$ cat config.mk
export PLATFORM = sky130hd
export DESIGN_NAME = sdm_decimator_sinc1
export DESIGN_NICKNAME = d
export VERILOG_FILES = /design/src/rtl/sdm_decimator_sinc1.sv
export SDC_FILE = /design/constraint.sdc
export NUM_CORES = 1
export LEC_CHECK = 0
export CAP_MARGIN = 5
export CORE_ASPECT_RATIO = 0.8
export CORE_MARGIN = 3
export CORE_UTILIZATION = 50
export CTS_CLUSTER_DIAMETER = 150
export CTS_CLUSTER_SIZE = 14
export DETAILED_ROUTE_END_ITERATION = 8
export PLACE_DENSITY = 0.73
export SETUP_SLACK_MARGIN = 0.5
export SYNTH_ARGS = -nofsm -noshare
export SYNTH_HDL_FRONTEND = slang
export SYNTH_SLANG_ARGS = --single-unit
$ cat constraint.sdc
create_clock -name i_clk -period 2.1 [get_ports i_clk]
set_clock_uncertainty 0.15 [all_clocks]
set_input_delay 0.315 -clock i_clk [delete_from_list [all_inputs] [get_ports i_clk]]
set_output_delay 0.315 -clock i_clk [all_outputs]
set_load 0.02 [all_outputs]
$ cat src/rtl/sdm_decimator_sinc1.sv
// Sinc1 (accumulate-and-dump) decimator: counts ones over 2^OSR_LOG2 enabled bitstream samples.
// Latency: the result is registered on the edge that consumes the last sample of a window and is visible the next cycle.
// Backpressure: there is a single output register; if it is still unaccepted when a new window ends, it is overwritten and o_ovf is set (sticky).
module sdm_decimator_sinc1 #(
  parameter  int OSR_LOG2 = 8,
  localparam int DW       = OSR_LOG2 + 1
) (
  input  logic          i_clk,
  input  logic          i_rst,
  input  logic          i_en,
  input  logic          i_bit,
  input  logic          i_sync,
  input  logic          i_ready,
  output logic [DW-1:0] o_data,
  output logic          o_valid,
  output logic          o_ovf
);

  // The sample counter wraps naturally, so the last slot of a window is all ones.
  localparam logic [OSR_LOG2-1:0] CNT_LAST = '1;
  localparam logic [OSR_LOG2-1:0] CNT_ONE  = OSR_LOG2'(1);

  // Window state.
  logic [OSR_LOG2-1:0] s_cnt_q, s_cnt_d;
  logic [DW-1:0]       acc_q,   acc_d;

  // Output register state.
  logic [DW-1:0]       data_q,  data_d;
  logic                valid_q, valid_d;
  logic                ovf_q,   ovf_d;

  // Qualified events for this edge.
  logic          sample_take;
  logic          win_end;
  logic          xfer;
  logic [DW-1:0] acc_next;

  // A sample is consumed only when enabled and not restarting the window.
  always_comb begin
    sample_take = i_en && !i_sync;
    win_end     = sample_take && (s_cnt_q == CNT_LAST);
    xfer        = valid_q && i_ready;
    acc_next    = acc_q + DW'(i_bit);
  end

  // Window accumulation: sync clears and drops the sample, the last sample dumps the count.
  always_comb begin
    acc_d   = acc_q;
    s_cnt_d = s_cnt_q;
    if (i_sync) begin
      acc_d   = '0;
      s_cnt_d = '0;
    end else if (i_en) begin
      if (win_end) begin
        acc_d   = '0;
        s_cnt_d = '0;
      end else begin
        acc_d   = acc_next;
        s_cnt_d = s_cnt_q + CNT_ONE;
      end
    end
  end

  // Output register: a new result wins over a transfer on the same edge; overwriting an unaccepted result is an overflow.
  always_comb begin
    data_d  = data_q;
    valid_d = valid_q;
    ovf_d   = ovf_q;
    if (win_end) begin
      data_d  = acc_next;
      valid_d = 1'b1;
      if (valid_q && !i_ready) begin
        ovf_d = 1'b1;
      end
    end else if (xfer) begin
      valid_d = 1'b0;
    end
  end

  // State registers with synchronous reset that overrides everything.
  always_ff @(posedge i_clk) begin
    if (i_rst) begin
      s_cnt_q <= '0;
      acc_q   <= '0;
      data_q  <= '0;
      valid_q <= 1'b0;
      ovf_q   <= 1'b0;
    end else begin
      s_cnt_q <= s_cnt_d;
      acc_q   <= acc_d;
      data_q  <= data_d;
      valid_q <= valid_d;
      ovf_q   <= ovf_d;
    end
  end

  assign o_data  = data_q;
  assign o_valid = valid_q;
  assign o_ovf   = ovf_q;

endmodule
# --- Word level (Yosys, flattened, before mapping) ---
# Index checks and enable logic that the tools add are counted.
word_totals:
  reg_bits: 28
  inputBits: 6
op_classes:
  n_addsub: 2
  n_eq_ne: 1
  n_mux: 4
  n_reduce_logical: 9
ops:
  columns: ["op", "n"]
  rows:
  - ["$add A9 B1 Y9", 1]
  - ["$mux W9", 1]
  - ["$add A8 B1 Y8 const B", 1]
  - ["$eq A8 B8 Y1 const B", 1]
  - ["$mux W8", 1]
  - ["$logic_and A1 B1 Y1", 4]
  - ["$logic_not A1 Y1", 2]
  - ["$mux W1", 2]
  - ["$reduce_and A2 Y1", 1]
  - ["$reduce_bool A2 Y1", 1]
  - ["$reduce_or A2 Y1", 1]

# --- Longest topological paths before layout ---
# Gate-level depths: netlist (run 1).
depth:
  ltp_word: 4
  depth_mapped: 7

# --- Worst setup path before layout (run 1) ---
# Ideal clock, no wire load.
synth_path:
  path_type: "register to register"
  start: "register s_cnt_q[0]"
  end: "register acc_q[0]"
  setup_time_ps: 132
  arrival_ps: 1580
  required_time_ps: 1818
  slack_ps: 238
  path_stages_with_launch: 8
  path_buffers: 2
  synth_period_minus_slack_ps: 1862
  path_cell_list: "dfxtp_1 > ha_1 > nand3_2 > or4_1 > buf_2 > buf_6 > nand3_1 > a21oi_1"
synth_via:
  elab_chain_len: 3
synth_lines:
  columns: ["element", "line_no", "text"]
  rows:
  - ["from (decl)", "24", "logic [OSR_LOG2-1:0] s_cnt_q, s_cnt_d;"]
  - ["from (signal assigned)", "89", "s_cnt_q <= s_cnt_d;"]
  - ["$eq A8 B8 Y1", "41", "win_end = sample_take && (s_cnt_q == CNT_LAST);"]
  - ["$logic_and A1 B1 Y1", "41", null]
  - ["$mux W9", "54", "if (win_end) begin"]
  - ["to (signal assigned)", "84", "acc_q <= '0;"]
  - ["to (signal assigned)", "90", "acc_q <= acc_d;"]
  - ["to (decl)", "25", "logic [DW-1:0] acc_q, acc_d;"]
# Every way passes these cells.
# A chain may end at the register's enable or synchronous reset.

# --- Worst setup path in the final report (run 1) ---
layout_path:
  start: "register s_cnt_q[0]"
  end: "register acc_q[2]"
# Same word-level chain as after synthesis.

==> results of run 1 <==
-- stage by stage --
stage	util (%)	cells	setup WS, ns	hold slack [ns]	setup TNS, ns
5_1_grt	78.6	209	0.315	0.355	0
6_report	78.6	209	0.373	0.318	0
3_5_place_dp	67.2	195	-0.0487	0.297	-0.122
3_3_place_gp	67.2	195	-0.00544	0.294	-0.00821
2_1_floorplan	-	146	0.339	0.238	0
4_1_cts	73.8	209	0.379	0.320	0
-- cell usage in the layout, fill, tap and decap left out, types with 2 or more instances in the layout --
master and count:
dfxtp_1 23, nor2_1 12, dlygate4sd2_1 11, buf_4 10, nand2_1 9, nand2b_1 9, a21oi_1 7, nand3_2 7
buf_6 7, a211oi_2 6, xor2_1 5, nand3_1 5, xnor2_1 5, nor2_2 5, dfxtp_2 5, a31oi_1 4
clkdlybuf4s50_1 4, nand4_1 3, nor3_1 3, or4_4 3, inv_1 3, clkbuf_4 3, nand3_4 2, o32ai_1 2
nor3_2 2, o21ai_0 2, ha_4 2
-- state kept, by name, summed over array words and instances (netlist names) --
name	count
acc_q	9
o_ovf	1
s_cnt_q	8
o_data	9
o_valid	1
-- kinds of logic (layout without fill, tap and decap cells) --
family / count (synthesis) / count (layout) / share of synthesized area, %
simple gates: 66 / 68 / 28.4
buf+inv: 13 / 40 / 4.66
fa+ha+maj: 3 / 3 / 2.91
compound gates: 24 / 24 / 12.3
mux: 1 / 1 / 0.776
flops: 28 / 28 / 43.5
xor+xnor: 11 / 11 / 7.47
-- power groups by stage --
stage | clock network (mW) | registers [mW] | logic (mW)
floorplan | 0 | 0.547 | 0.0227
global placement | 0 | 0.547 | 0.0419
detailed placement | 0 | 0.547 | 0.0423
CTS | 0.271 | 0.535 | 0.0464
global route | 0.301 | 0.536 | 0.0570
finish | 0.263 | 0.535 | 0.0527
-- metal layers --
metal	up-vias	part of all wire [%]
met2	51	48
met5	-	0
met1	563	43
met3	4	7.3
li1	574	-
met4	0	1.4
-- cell type report --
class,instances,area [um2],area share (%)
clock buffers,4,36.3,2.02
inverters,3,11.3,0.625
multi-input cells,107,841,46.7
flip-flops and latches,28,567,31.5
well taps,34,42.5,2.36
repair buffers,33,303,16.8
-- worst max path at each step --
stage               startpoint       end  slack [ns]  cells after the start
global route        s_cnt_q[0]  acc_q[2]        0.31                      6
global placement          i_en  acc_q[6]      -0.005                      5
finish              s_cnt_q[0]  acc_q[2]        0.37                      6
floorplan           s_cnt_q[1]  acc_q[0]        0.34                      7
CTS                 s_cnt_q[0]  acc_q[2]        0.38                      6
detailed placement        i_en  acc_q[6]       -0.05                      5
-- critical path, cell delays in order, from the launching register on --
cell	delay [ns]
dfxtp_2	0.38
ha_4	0.15
nand3_4	0.08
buf_6	0.13
or4_4	0.56
nand3b_2	0.11
a31oi_1	0.07
-- what timing repair did --
action                                  in CTS  in global routing
setup buffers                                7                  0
cloned                                       3                  0
resized for setup                           25                 27
pin swaps                                   10                 11
endpoints found under the setup margin      34                 24
==> summary.md, run 1 <==
| Metric | Value |
|---|---|
| Detailed-route DRC error count | `0` |
| Hold endpoint | `o_data[1]` |
| Gate count of the mapped netlist | `146` |
| Wire length of the first global-routing pass | `5.19 mm` |
| Result of the run | `finished, final reports clean` |
| CP Data Required Time | `2.17 ns` |
| TritonCTS clock tree | `done` |
| Starting DRT DRC Count | `47` |
| Vias per inst | `approximately 5.7` |
| Crit. End Element | `flop` |
| Met3 Usage GRT | `about 5.5%` |
| Power density over the cells | `473 nW/um2` |
| Final global-route overflow total | `0` |
| GRT Util Overall | `roughly 21%` |
| Register area share after synthesis | `43.5%` |
| Number of H-tree levels | `1` |
| Setup slack of the most critical reg-to-reg path | `0.37 ns` |
| Power share of the clock group | `30.9%` |
| Top cells by instance count after synthesis | `28 x dfxtp_1, 18 x nor2_1, 10 x nand3_1, 9 x nand2_1, 9 x nand2b_1` |
| Share of layout cells above drive strength 1 | `34.3%` |
| Final antenna-violating net count | `0` |
| Router iterations before antenna repair | `4` |
| Starting density of the core | `a little under three fifths` |
| Post-route standard cell area excluding fillers | `1800 um2` |
| Cell taking the most area after synthesis | `dfxtp_1` |
| Most used DFF post-synth | `dfxtp_1` |
| Fraction of the cycle the final worst path needs | `82.2%` |
| Via count | `1192` |
| GPL Wtd Cong | `0.739` |
| Max Freq | `579 MHz` |
| Count of endpoints failing setup in the final report | `0` |
| #FFs+latches synth | `28` |
| Static leakage | `0.625 nW` |
| CP startpoint kind | `flop` |
| Pin count of the biggest net entering global routing | `23` |
| Cell area after synthesis | `1290 um2` |
| Count of cells along the worst register-to-register path | `6` |
| Std cell rows | `15` |
| Num ports | `17` |
| Vertical die dimension | `51.4 um` |
| Area added between synthesis and finish | `39.6%` |
| Startpoint of the most critical register-to-register path | `s_cnt_q[0]` |
| Sequential group share of total power | `62.9%` |
| Reg-to-reg critical path endpoint | `acc_q[2]` |
| Global routing usage on met2 | `34.0%` |
| Floorplan core area | `2290 um2` |
| Chip Width | `62.8 um` |
| Clk sinks | `28` |
| Post-layout min period | `1.73 ns` |
| Via count of the first global-routing pass | `1106` |
| Net switching share of the total power | `roughly 22%` |
| Arrival time worst endpoint | `1.80 ns` |
| Async S/R FF share, synth | `0%` |
| Peak-usage layer in the global routing report | `met2` |
| Number of synthesized flops with an enable pin | `0` |
| Routed length per instance | `15.7 um` |
| Number of buffers added on ports | `16` |
| Syn Area/Cell | `between 8 and 9 um2` |
| Type of the setup path with the least slack | `reg2reg` |
| Tightest slew margin relative to the limit | `79.9%` |
| Total length of routed wires | `3.28 mm` |
| Number of nets in the final layout | `around 190` |
| Number of cells traversed by the worst hold path | `2` |
| Cell chosen for the clock root | `clkbuf_4` |
| P_int | `~0.66 mW` |
| IR Drop Worst-Case VDD | `0.430 mV` |
| Measured slew at the worst slew-check pin | `around 0.3 ns` |
| Antenna violations before repair | `0` |
| RSZ-0062 raised after global routing | `true` |
| Instance area at placement | `1540 um2` |
| Worst-path clk slew | `0.14 ns` |
| Number of buffers on the longest clock path | `2` |
| Max-slew violations | `0` |
| Classification of the worst-slack hold path | `reg2reg` |
| Cell with the most instances after synthesis | `dfxtp_1` |
| Startpoint of the most critical hold path | `o_data[1]` |
| Number of library cell types mapped by synthesis | `31` |
| Largest fanout on the critical path | `8` |
| Clock Latency Late Sink | `0.33 ns` |
| Net switching power | `0.187 mW` |
| Final Power | `~0.85 mW` |
| Top area cells in the synthesized netlist | `dfxtp_1 43%, nor2_1 5.2%, nand2b_1 4.4%` |
| Met1 track demand over resource | `26.9%` |
| # diodes | `0` |
| DP HPWL | `1.86 mm` |
| Number of hold buffers added after CTS | `0` |
| Filler cell count | `approximately 170` |
| Max-capacitance violation count | `0` |
| Number of endpoints with negative hold slack in the final report | `0` |
| Area of the die | `3230 um2` |
| Synth Net Count | `155` |
| Proportion of power drawn by combinational gates | `just over 6%` |
| Warnings from Yosys | `0` |
| Cts bufs inserted | `3` |
| Post-synth top area share | `43.5%` |
Power figures use the tool's default switching activity.
==> run 2: changes to the inputs <==
Clock period 2.1 ns to 1.8 ns, I/O delays scaled along.
==> summary.md, run 2 (synthesis gave the netlist of run 1 again) <==
| Metric | Value |
|---|---|
| Number of hold buffers added after CTS | `0` |
| Crit. End Element | `flop` |
| Post-Route Setup TNS | `0 ns` |
| Number of buffers added on ports | `16` |
| Floorplan core area | `2290 um2` |
| Router iterations before antenna repair | `4` |
| FF/Latch Area | `578 um2` |
| Total length of routed wires | `roughly 3.3 mm` |
| Classification of the worst-slack hold path | `reg2reg` |
| Final antenna-violating net count | `0` |
| Power density over the cells | `551 nW/um2` |
| Fraction of the cycle the final worst path needs | `94.4%` |
| Post-layout min period | `1.70 ns` |
| Number of buffers on the longest clock path | `2` |
| CP Data Required Time | `1.89 ns` |
| IR Drop Worst-Case VDD | `between 0.3 and 0.4 mV` |
| CP startpoint kind | `flop` |
| Static leakage | `0.623 nW` |
| RSZ-0062 raised after global routing | `true` |
| Via count of the first global-routing pass | `about 1200` |
| Cts bufs inserted | `3` |
| Final Power | `between 1 and 1.5 mW` |
| Max-capacitance violation count | `0` |
| Commonest non-fill, non-tap cells in the layout | `25 x buf_4, 14 x dfxtp_1, 14 x dfxtp_2, 13 x nor2_1, 9 x nand2b_1` |
| TritonCTS clock tree | `done` |
| Arrival time worst endpoint | `1.79 ns` |
| # diodes | `0` |
| Final global-route overflow total | `0` |
| Antenna violations before repair | `0` |
| GRT Util Overall | `between 20% and 30%` |
| Origin of the worst setup path | `s_cnt_q[1]` |
| Filler cell count | `roughly 170` |
| Cell chosen for the clock root | `clkbuf_4` |
| Routed length per instance | `15.5 um` |
| Starting DRT DRC Count | `60` |
| Startpoint of the most critical hold path | `o_data[0]` |
| Tightest slew margin relative to the limit | `between 70% and 80%` |
| Starting density of the core | `approximately 56%` |
| Wire length of the first global-routing pass | `5.53 mm` |
| DP HPWL | `2.06 mm` |
| Vertical die dimension | `51.4 um` |
| Number of nets in the final layout | `around 190` |
| Setup slack of the most critical reg-to-reg path | `approximately 0.10 ns` |
| Max Freq | `588 MHz` |
| Detailed-route DRC error count | `0` |
| Number of endpoints with negative hold slack in the final report | `0` |
| GPL Wtd Cong | `between 0.7 and 0.8` |
| Area of combinational cells with multiple inputs | `slightly above 800 um2` |
| Num ports | `17` |
| Count of endpoints failing setup in the final report | `0` |
| Via count | `1202` |
| Measured slew at the worst slew-check pin | `0.300 ns` |
| Startpoint of the most critical register-to-register path | `s_cnt_q[1]` |
| Std cell rows | `15` |
| Type of the setup path with the least slack | `reg2reg` |
| Final core utilization | `79.7%` |
| Clock Latency Late Sink | `0.34 ns` |
| Max-slew violations | `0` |
| Result of the run | `finished, final reports clean` |
| Number of H-tree levels | `1` |
| Area of the die | `roughly 3200 um2` |
| Most common cell after layout, fill and taps aside | `buf_4` |
| Worst-path clk slew | `around 0.15 ns` |
| Chip Width | `between 60 and 70 um` |
| Pin count of the biggest net entering global routing | `23` |
| Area added between synthesis and finish | `41.5%` |
| Share of layout cells above drive strength 1 | `48.6%` |
| Largest fanout on the critical path | `9` |
| Post-Route Hold Slack | `between 0.3 and 0.4 ns` |
| Vias per inst | `roughly 5.6` |
| Clk sinks | `28` |
## run 2: cell types whose count changed in the layout (fill, tap and decap cells not counted), sizes merged
cell,previous run,this run
buf,17,33
dlygate4sd2,11,0
or4,3,2
dlymetal6s2s,1,0
clkdlybuf4s50,4,5
## run 2: report_power, final
group / leakage [nW] / total [mW] / switching, mW / internal (mW)
sequential: 0.233 / 0.624 / 0.00205 / 0.622
clock: 0.0210 / 0.316 / 0.192 / 0.124
combinational: 0.369 / 0.0657 / 0.0371 / 0.0287
## run 2: cell type report
class / count / area share, %
inverter: 3 / 0.617
clock buffer: 4 / 1.99
tap: 34 / 2.33
sequential: 28 / 31.7
multi-input combinational: 106 / 45.0
timing repair buffer: 38 / 18.4
## run 2: timing repair
item	4_1_cts	5_1_grt
gates resized for setup	59	38
buffers inserted	5	2
hold endpoints to repair	0	0
endpoints found under the setup margin	39	39
cloned	1	0
pin swaps	10	3
## run 2: critical path, cell delays in order (launching register included)
cell and delay (ns):
dfxtp_2 0.39, ha_4 0.16, nand3_4 0.08, or4_4 0.58, nor2_1 0.16, a211oi_2 0.08
## run 2: worst paths after layout
| path | end | cells past startpoint |
|---|---|---|
| setup / recovery | o_data[5] | 5 |
| hold / removal | o_data[0] | 2 |
| setup reg to reg | o_data[5] | 5 |
| hold reg to reg | o_data[0] | 2 |
## run 2: layer usage
metal	global-route usage [%]	wire length, um
met5	0	0
met4	7.33	56
met3	5.93	211
met2	38.1	1550
met1	27.5	1490
## run 2: through the flow
step	instances	setup slack (ns)	cell area [um2]
final	213	0.100	1830
after global routing	213	0.0230	1830
after CTS	211	0.0804	1720
after detailed placement	201	-0.320	1630
after global placement	201	-0.259	1630
after floorplan	146	0.0392	1360
